**src/rtl/sys_defs.sv**
```systemverilog
// Shared CDB arbiter parameters and bus payload types.
package sys_defs;

  localparam int unsigned NUM_FU   = 8;
  localparam int unsigned XLEN     = 32;
  localparam int unsigned TAG_W    = 5;
  localparam int unsigned FU_IDX_W = (NUM_FU > 1) ? $clog2(NUM_FU) : 1;

  // One functional unit's completed-result request toward the CDB.
  typedef struct packed {
    logic             done;
    logic [TAG_W-1:0] rob_tag;
    logic [XLEN-1:0]  result;
  } fu_req_t;

  // One broadcast on the Common Data Bus.
  typedef struct packed {
    logic             valid;
    logic [TAG_W-1:0] rob_tag;
    logic [XLEN-1:0]  value;
  } cdb_t;

endpackage

```
**src/rtl/rr_arbiter.sv**
```systemverilog
// Round-robin arbiter: first set request at or after ptr (wrapping) wins.
module rr_arbiter #(
  parameter int unsigned N = 8,
  localparam int unsigned IDX_W = (N > 1) ? $clog2(N) : 1
) (
  input  logic [N-1:0]     req,
  input  logic [IDX_W-1:0] ptr,
  output logic [N-1:0]     grant,
  output logic [IDX_W-1:0] idx,
  output logic             valid
);

  always_comb begin
    logic [IDX_W-1:0] j;
    grant = '0;
    idx   = '0;
    valid = 1'b0;
    j     = '0;
    for (int unsigned off = 0; off < N; off++) begin
      j = IDX_W'((32'(ptr) + off) % N);
      if (!valid && req[j]) begin
        valid    = 1'b1;
        grant[j] = 1'b1;
        idx      = j;
      end
    end
  end

endmodule

```
**src/rtl/cdb_arb.sv**
```systemverilog
// Common Data Bus arbiter: round-robin select among completed FUs,
// combinational ack, registered broadcast one cycle later.
module cdb_arb
  import sys_defs::*;
(
  input  logic                    clock,
  input  logic                    reset,
  input  logic [NUM_FU-1:0]       fu_done,
  input  logic [NUM_FU*XLEN-1:0]  fu_result,
  input  logic [NUM_FU*TAG_W-1:0] fu_rob_tag,
  output logic [NUM_FU-1:0]       ack,
  output logic                    cdb_valid,
  output logic [TAG_W-1:0]        cdb_rob_tag,
  output logic [XLEN-1:0]         cdb_value,
  output logic [NUM_FU-1:0]       dones_dbg,
  output logic [NUM_FU-1:0]       ack_dbg
);

  fu_req_t              reqs [NUM_FU];
  logic [NUM_FU-1:0]    req_vec;
  logic [NUM_FU-1:0]    grant;
  logic [FU_IDX_W-1:0]  gnt_idx;
  logic                 gnt_valid;
  logic [FU_IDX_W-1:0]  rr;
  cdb_t                 cdb_q;

  // Unpack the flat FU buses into per-FU request structs.
  for (genvar i = 0; i < NUM_FU; i++) begin : g_unpack
    assign reqs[i].done    = fu_done[i];
    assign reqs[i].rob_tag = fu_rob_tag[i*TAG_W +: TAG_W];
    assign reqs[i].result  = fu_result[i*XLEN +: XLEN];
  end

  always_comb begin
    req_vec = '0;
    for (int unsigned i = 0; i < NUM_FU; i++) begin
      req_vec[i] = reqs[i].done;
    end
  end

  rr_arbiter #(.N(NUM_FU)) u_rr_arbiter (
    .req   (req_vec),
    .ptr   (rr),
    .grant (grant),
    .idx   (gnt_idx),
    .valid (gnt_valid)
  );

  // Broadcast register and round-robin pointer; payload holds when idle.
  always_ff @(posedge clock or negedge reset) begin
    if (!reset) begin
      cdb_q <= '0;
      rr    <= '0;
    end else if (gnt_valid) begin
      cdb_q.valid   <= 1'b1;
      cdb_q.rob_tag <= reqs[gnt_idx].rob_tag;
      cdb_q.value   <= reqs[gnt_idx].result;
      rr            <= (gnt_idx == FU_IDX_W'(NUM_FU - 1)) ? '0
                                                          : gnt_idx + FU_IDX_W'(1);
    end else begin
      cdb_q.valid <= 1'b0;
    end
  end

  // No grant may escape while the core is held in reset.
  assign ack         = reset ? grant : '0;
  assign cdb_valid   = cdb_q.valid;
  assign cdb_rob_tag = cdb_q.rob_tag;
  assign cdb_value   = cdb_q.value;
  assign dones_dbg   = fu_done;
  assign ack_dbg     = ack;

endmodule

```
**config.mk**
```make
export PLATFORM = sky130hd
export DESIGN_NAME = cdb_arb
export DESIGN_NICKNAME = d
export VERILOG_FILES = /design/src/rtl/sys_defs.sv /design/src/rtl/rr_arbiter.sv /design/src/rtl/cdb_arb.sv
export SDC_FILE = /design/constraint.sdc
export NUM_CORES = 1
export LEC_CHECK = 0
export CORE_AREA = 2 2 141 143
export DETAILED_ROUTE_END_ITERATION = 12
export DIE_AREA = 0 0 143 145
export PLACE_DENSITY_LB_ADDON = 0.3
export SLEW_MARGIN = 5
export SYNTH_ARGS = -nofsm -noshare
export SYNTH_HDL_FRONTEND = slang
export SYNTH_SLANG_ARGS = --single-unit
```
**constraint.sdc**
```tcl
create_clock -name clock -period 6.05 [get_ports clock]
set_clock_uncertainty 0.05 [all_clocks]
set_input_delay 1.815 -clock clock [delete_from_list [all_inputs] [get_ports clock]]
set_output_delay 1.815 -clock clock [all_outputs]
set_load 0.01 [all_outputs]
```
After elaboration in Yosys (flattened, before gate mapping)
Cells that the tools add are included.
Operators by class
  eq/ne operators: 1
  order comparisons: 17
  add/subtract/negate cells: 8
  muxes and demuxes: 62
  reduce and logical (&&, ||, !) cells: 22
  bitwise logic cells: 8
Operator list (number)
  binary-select mux 38 bit (select 3 bit): 1
  2-to-1 mux 37 bit: 2
  2-to-1 mux 8 bit: 9
  OR 8 bit: 7
  less-than comparator 3 x 4 -> 1 bit (second input constant): 8
  2-to-1 mux 3 bit: 9
  2-to-1 mux 1 bit: 25
  binary-select mux 1 bit (select 3 bit): 8
  demux 1 bit (select 3 bit): 8
  greater-or-equal comparator 3 x 1 -> 1 bit (second input constant): 8
  logical AND 1 bit: 15
  adder 3 bit (second input constant): 4
  logical NOT 1 bit: 7
  adder 3 x 1 -> 3 bit (second input constant): 2
  adder 3 x 2 -> 3 bit (second input constant): 2
  greater-or-equal comparator 4 bit (second input constant): 1
  inverter 3 -> 4 bit: 1
  equality test 3 bit (second input constant): 1
Storage, ports and cells
  register bits after elaboration: 41
  output and inout port bits: 62

Depth between registers and ports, before layout
  depth after elaboration: 28
  mapped depth: 19
  gate-level depth less buffers: 13

By module
Synthesis repeated with hierarchy kept, for this count alone.
Unflattened totals
  cell total of the unflattened synthesis: 629
  area total of the unflattened synthesis: 5840.6 sq um
By module, submodules not included
  cdb_arb: area each 4403.0 sq um, times used 1, cells an instance 457, sequential area each 1026.0 sq um
  rr_arbiter: area each 1437.6 sq um, times used 1, cells an instance 172, sequential area each 0.0 sq um

Worst setup path before layout
OpenSTA, ideal clock, no wires.
  path kind: input -> output
  start: input fu_done[7]
  end: output ack_dbg[1]
  data required time: 4.185 ns
  arrival time: 4.234 ns
  slack: -0.049 ns
  stages: 9
  cell sequence: mux4_2 > mux2_2 > nor4_4 > nand3_1 > mux2i_1 > mux2i_1 > or2_2 > a21boi_0 > buf_4
On the way
  word-level cells in the longest chain between the ends: 25
  elaborated cells between the ends (all ways): 53
  those cells by class: mux: 32; bitwise: 7; reduce/logical: 14
Ends and longest elaborated chain
  start: declaration: line cdb_arb.sv:8  | input logic [NUM_FU-1:0] fu_done,
  binary-select mux 1 bit (select 3 bit): line rr_arbiter.sv:21  | if (!valid && req[j]) begin
  2-to-1 mux 1 bit (implied by the code): line rr_arbiter.sv:21
  2-to-1 mux 1 bit: line rr_arbiter.sv:21
  logical NOT 1 bit: line rr_arbiter.sv:21
  logical AND 1 bit: line rr_arbiter.sv:21
  2-to-1 mux 1 bit: line rr_arbiter.sv:21
  logical NOT 1 bit: line rr_arbiter.sv:21
  logical AND 1 bit: line rr_arbiter.sv:21
  [... 9 more ...]
  2-to-1 mux 1 bit: line rr_arbiter.sv:21
  logical NOT 1 bit: line rr_arbiter.sv:21
  logical AND 1 bit: line rr_arbiter.sv:21
  2-to-1 mux 1 bit: line rr_arbiter.sv:21
  logical NOT 1 bit: line rr_arbiter.sv:21
  logical AND 1 bit: line rr_arbiter.sv:21
  2-to-1 mux 8 bit *: line rr_arbiter.sv:21
  2-to-1 mux 8 bit *: line cdb_arb.sv:66  | assign ack = reset ? grant : '0;
  end: declaration: line cdb_arb.sv:16  | output logic [NUM_FU-1:0] ack_dbg
Every way passes the cells marked *; elsewhere a longest branch is shown, timed or not. The select of a mux whose other input is x is not followed.

Worst setup path after layout
  start: input fu_done[2]
  end: output ack_dbg[0]
Same word-level chain as after synthesis.

==> impl_metrics.ini <==
[run_status]
status = completed

[power_and_ir_drop]
leakage_uw = 0.00423
power_density_nw_per_um2 = 800
ir_drop_mv = 0.530
p_total_uw = 7940

[global_route]
grt_pass1_wl_mm = 40.0
antenna_found_initial = 0
grtUsageTotal_pct = 24.8
gr-total-overflow = 0
grt_max_degree = 56
grt_pass1_vias = 6860

[synthesis]
synth_fa_ha_area_share_pct = 1.79
synth_compound_area_share_pct = 22.3
syn_nets = 993
avgSynthCellArea_um2 = 8.21
synth_area_leader_cell = mux2i_1
post-synth-top-count-cell = mux2i_1
syn_area_um2 = 5580
synthTopCellsByArea = mux2i_1, dfrtp_1, o21ai_0
synth_mux_area_share_pct = 26.1
synthFlopType = dfrtp_1
synth_cell_type_count = 53
synthTopCellsByCount = mux2i_1, nand2_1, o21ai_0
yosys_warnings = 0
synth-edff-count = 0
ys_seq_elements = 41
syn_inst = 679
synth_xor_area_share_pct = 0.449
synth_top_area_share_pct = 18.7
synthSimpleGateAreaFrac_pct = 21.3
synth_top_family_by_area = multiplexers
async_flop_share_pct = 100
ys_seq_area_share_pct = 18.4

[drt]
drt_wl_total_mm = 26.5
ant_nets = 0
vias = 6969
wire_per_inst_um = 20.3
drc = 0
avgViaCountPerCell = 5.36
drt_pass1_iterations = 5
drt-initial-drc-count = 364

[sta]
slew_headroom_pct = 60.5
tns_ns = 0
slew_viol_final = 0
setup-violations-final = 0
setup_ws_ns = 0.0738
final.period_utilization_pct = 98.8
fmax_mhz = 167
hold_ws_ns = 0.465
finalCriticalPeriod_ns = 5.98
final_hold_viol_count = 0
worst_slew_pin_slew_ns = 0.593

[floorplanning]
rows = 51
boundaryPins = 368
start_util_pct = 29.0
die_w_um = 143
fp.dieH_um = 145
die_area_um2 = 20700
core_area_um2 = 19200

[final_layout]
design_area_um2 = 9930
syn_to_final_growth_pct = 78.1
n_antenna_cell = 0
drive_above_1_share_pct = 14.8
fin_nets = 1349

[placed_design]
dp_slack_ns = -0.932
dp.final_hpwl_mm = 19.9
postPlaceCellArea_um2 = 9640
place_congestion = 0.900
numPortBuffers = 367

[worst_setup_path]
cp_slowest_cell = mux4_2
cp_cell_sequence = buf_6 -> buf_4 -> mux2i_2 -> mux4_2 -> o2bb2ai_4 -> buf_4 -> and3_4 -> a222oi_1 -> o21ai_1 -> o211a_1 -> dlygate4sd2_1
worstSetupEndpointType = primary output
crit_buf_inv = 4
path_max_fanout = 7
crit_required_ns = 4.18
cp-start-kind = input port
reg2reg_depth = 14
cp.arrival_ns = 4.11
cp.depth = 11
crit_path_frequent_cell = buf_4
path_delay_family = compound AO/OA/AOI/OAI gates
critPathKind = input port to primary output
cp_slowest_stage_delay_ns = 0.52

[clock_tree]
root_buffer = clkbuf_16
numCtsBuffers = 5
ctsHtreeMaxLevel = 2
clk-insertion-delay-late_ns = 0.29
cts_tree = built
path_clk_slew_ns = 0.06
clk_path_buf_depth = 2
clock-sinks = 41
hold_buffers = 0

[worst_hold_path]
whs_path_depth = 1
min-delay-path-class = flop to flop

[job]
max-cap-violations = 0
[final timing paths]
path / from / endpoint / slack, ns
worst max-delay path: fu_done[2] / ack_dbg[0] / 0.07
worst min register to register: cdb_value[17]$_DFFE_PN0P_ / cdb_value[17]$_DFFE_PN0P_ / 0.46
min in group asynchronous: reset / cdb_value[22]$_DFFE_PN0P_ / 1.69
worst max register to register: rr[0]$_DFFE_PN0P_ / cdb_rob_tag[2]$_DFFE_PN0P_ / 1.70
max in group asynchronous: reset / cdb_value[18]$_DFFE_PN0P_ / 3.83
worst min-delay path: cdb_value[17]$_DFFE_PN0P_ / cdb_value[17]$_DFFE_PN0P_ / 0.46
[layout by cell type, fill, tap and decap left out, types with 3 or more instances in the layout]
cell / instances
a21oi_1: 13
a221o_1: 31
a222oi_1: 3
a311oi_1: 31
and2_4: 3
and3_1: 31
buf_12: 7
buf_2: 11
buf_4: 61
buf_6: 7
clkbuf_16: 5
clkbuf_2: 4
clkdlybuf4s50_1: 342
dfrtp_1: 41
ha_1: 8
inv_1: 9
mux2_4: 7
mux2i_1: 101
mux4_2: 14
nand2_1: 76
nand2b_1: 4
nand3_1: 58
nand4_1: 31
nor2_1: 11
nor2b_1: 5
o211a_1: 5
o21ai_0: 61
o21ai_1: 4
[timing repair]
item | CTS | global route
setup endpoints to repair | 16 | 16
gates resized for setup | 106 | 34
gates cloned | 0 | 0
pin swaps | 8 | 5
buffers inserted | 5 | 4
[per-layer routing]
layer / track usage (%) / part of all wire, % / routed length [um]
met1: 32.0 / 42 / 11000
met2: 42.3 / 49 / 13000
met3: 5.02 / 7.5 / 1990
met4: 5.50 / 1.6 / 411
met5: 0 / 0 / 0
[power breakdown]
part | switching [uW] | internal (uW) | total, uW
registers | 92.4 | 481 | 573
clock network | 125 | 178 | 302
logic | 3850 | 3210 | 7070
total | 4070 | 3870 | 7940
[registers in the layout, summed over array words and instances (netlist names)]
register,cells
rr,3
cdb_value,32
cdb_rob_tag,5
cdb_valid,1
[worst reg2reg max path: cells and delay by family, from the launching register on]
family | cells | cell delay (ns)
muxes | 1 | 0.48
xor gates and xnor gates | 1 | 0.43
adders and majority gates | 1 | 0.31
DFF | 1 | 0.41
and+or+nand+nor | 3 | 0.60
buffers and inverters | 4 | 1.06
AOI/OAI and AO/OA | 4 | 0.93
[cell families after synthesis]
| kind of cell | Yosys count |
|---|---|
| XOR/XNOR | 2 |
| buffers and inverters | 99 |
| adder cells (fa/ha/maj) | 8 |
| flip-flops | 41 |
| AO/OA/AOI/OAI | 170 |
| multiplexers | 126 |
| AND/OR/NAND/NOR | 233 |
[layout make-up]
cell class	instances	area (um^2)
clock buffer	7	153
clock inverter	1	8.76
fill	1866	9280
inverter	13	52.6
multi-input combinational	539	4150
sequential	41	1030
tap	265	332
timing repair buffer	435	4210
[stage by stage]
stage	utilization [%]	std cells
after CTS	51.2	1297
after global placement	50.2	1284
after global routing	51.7	1301
after floorplan	-	679
after detailed placement	50.2	1284
final	51.7	1301
No activity file was read; power rests on OpenSTA's default activity.
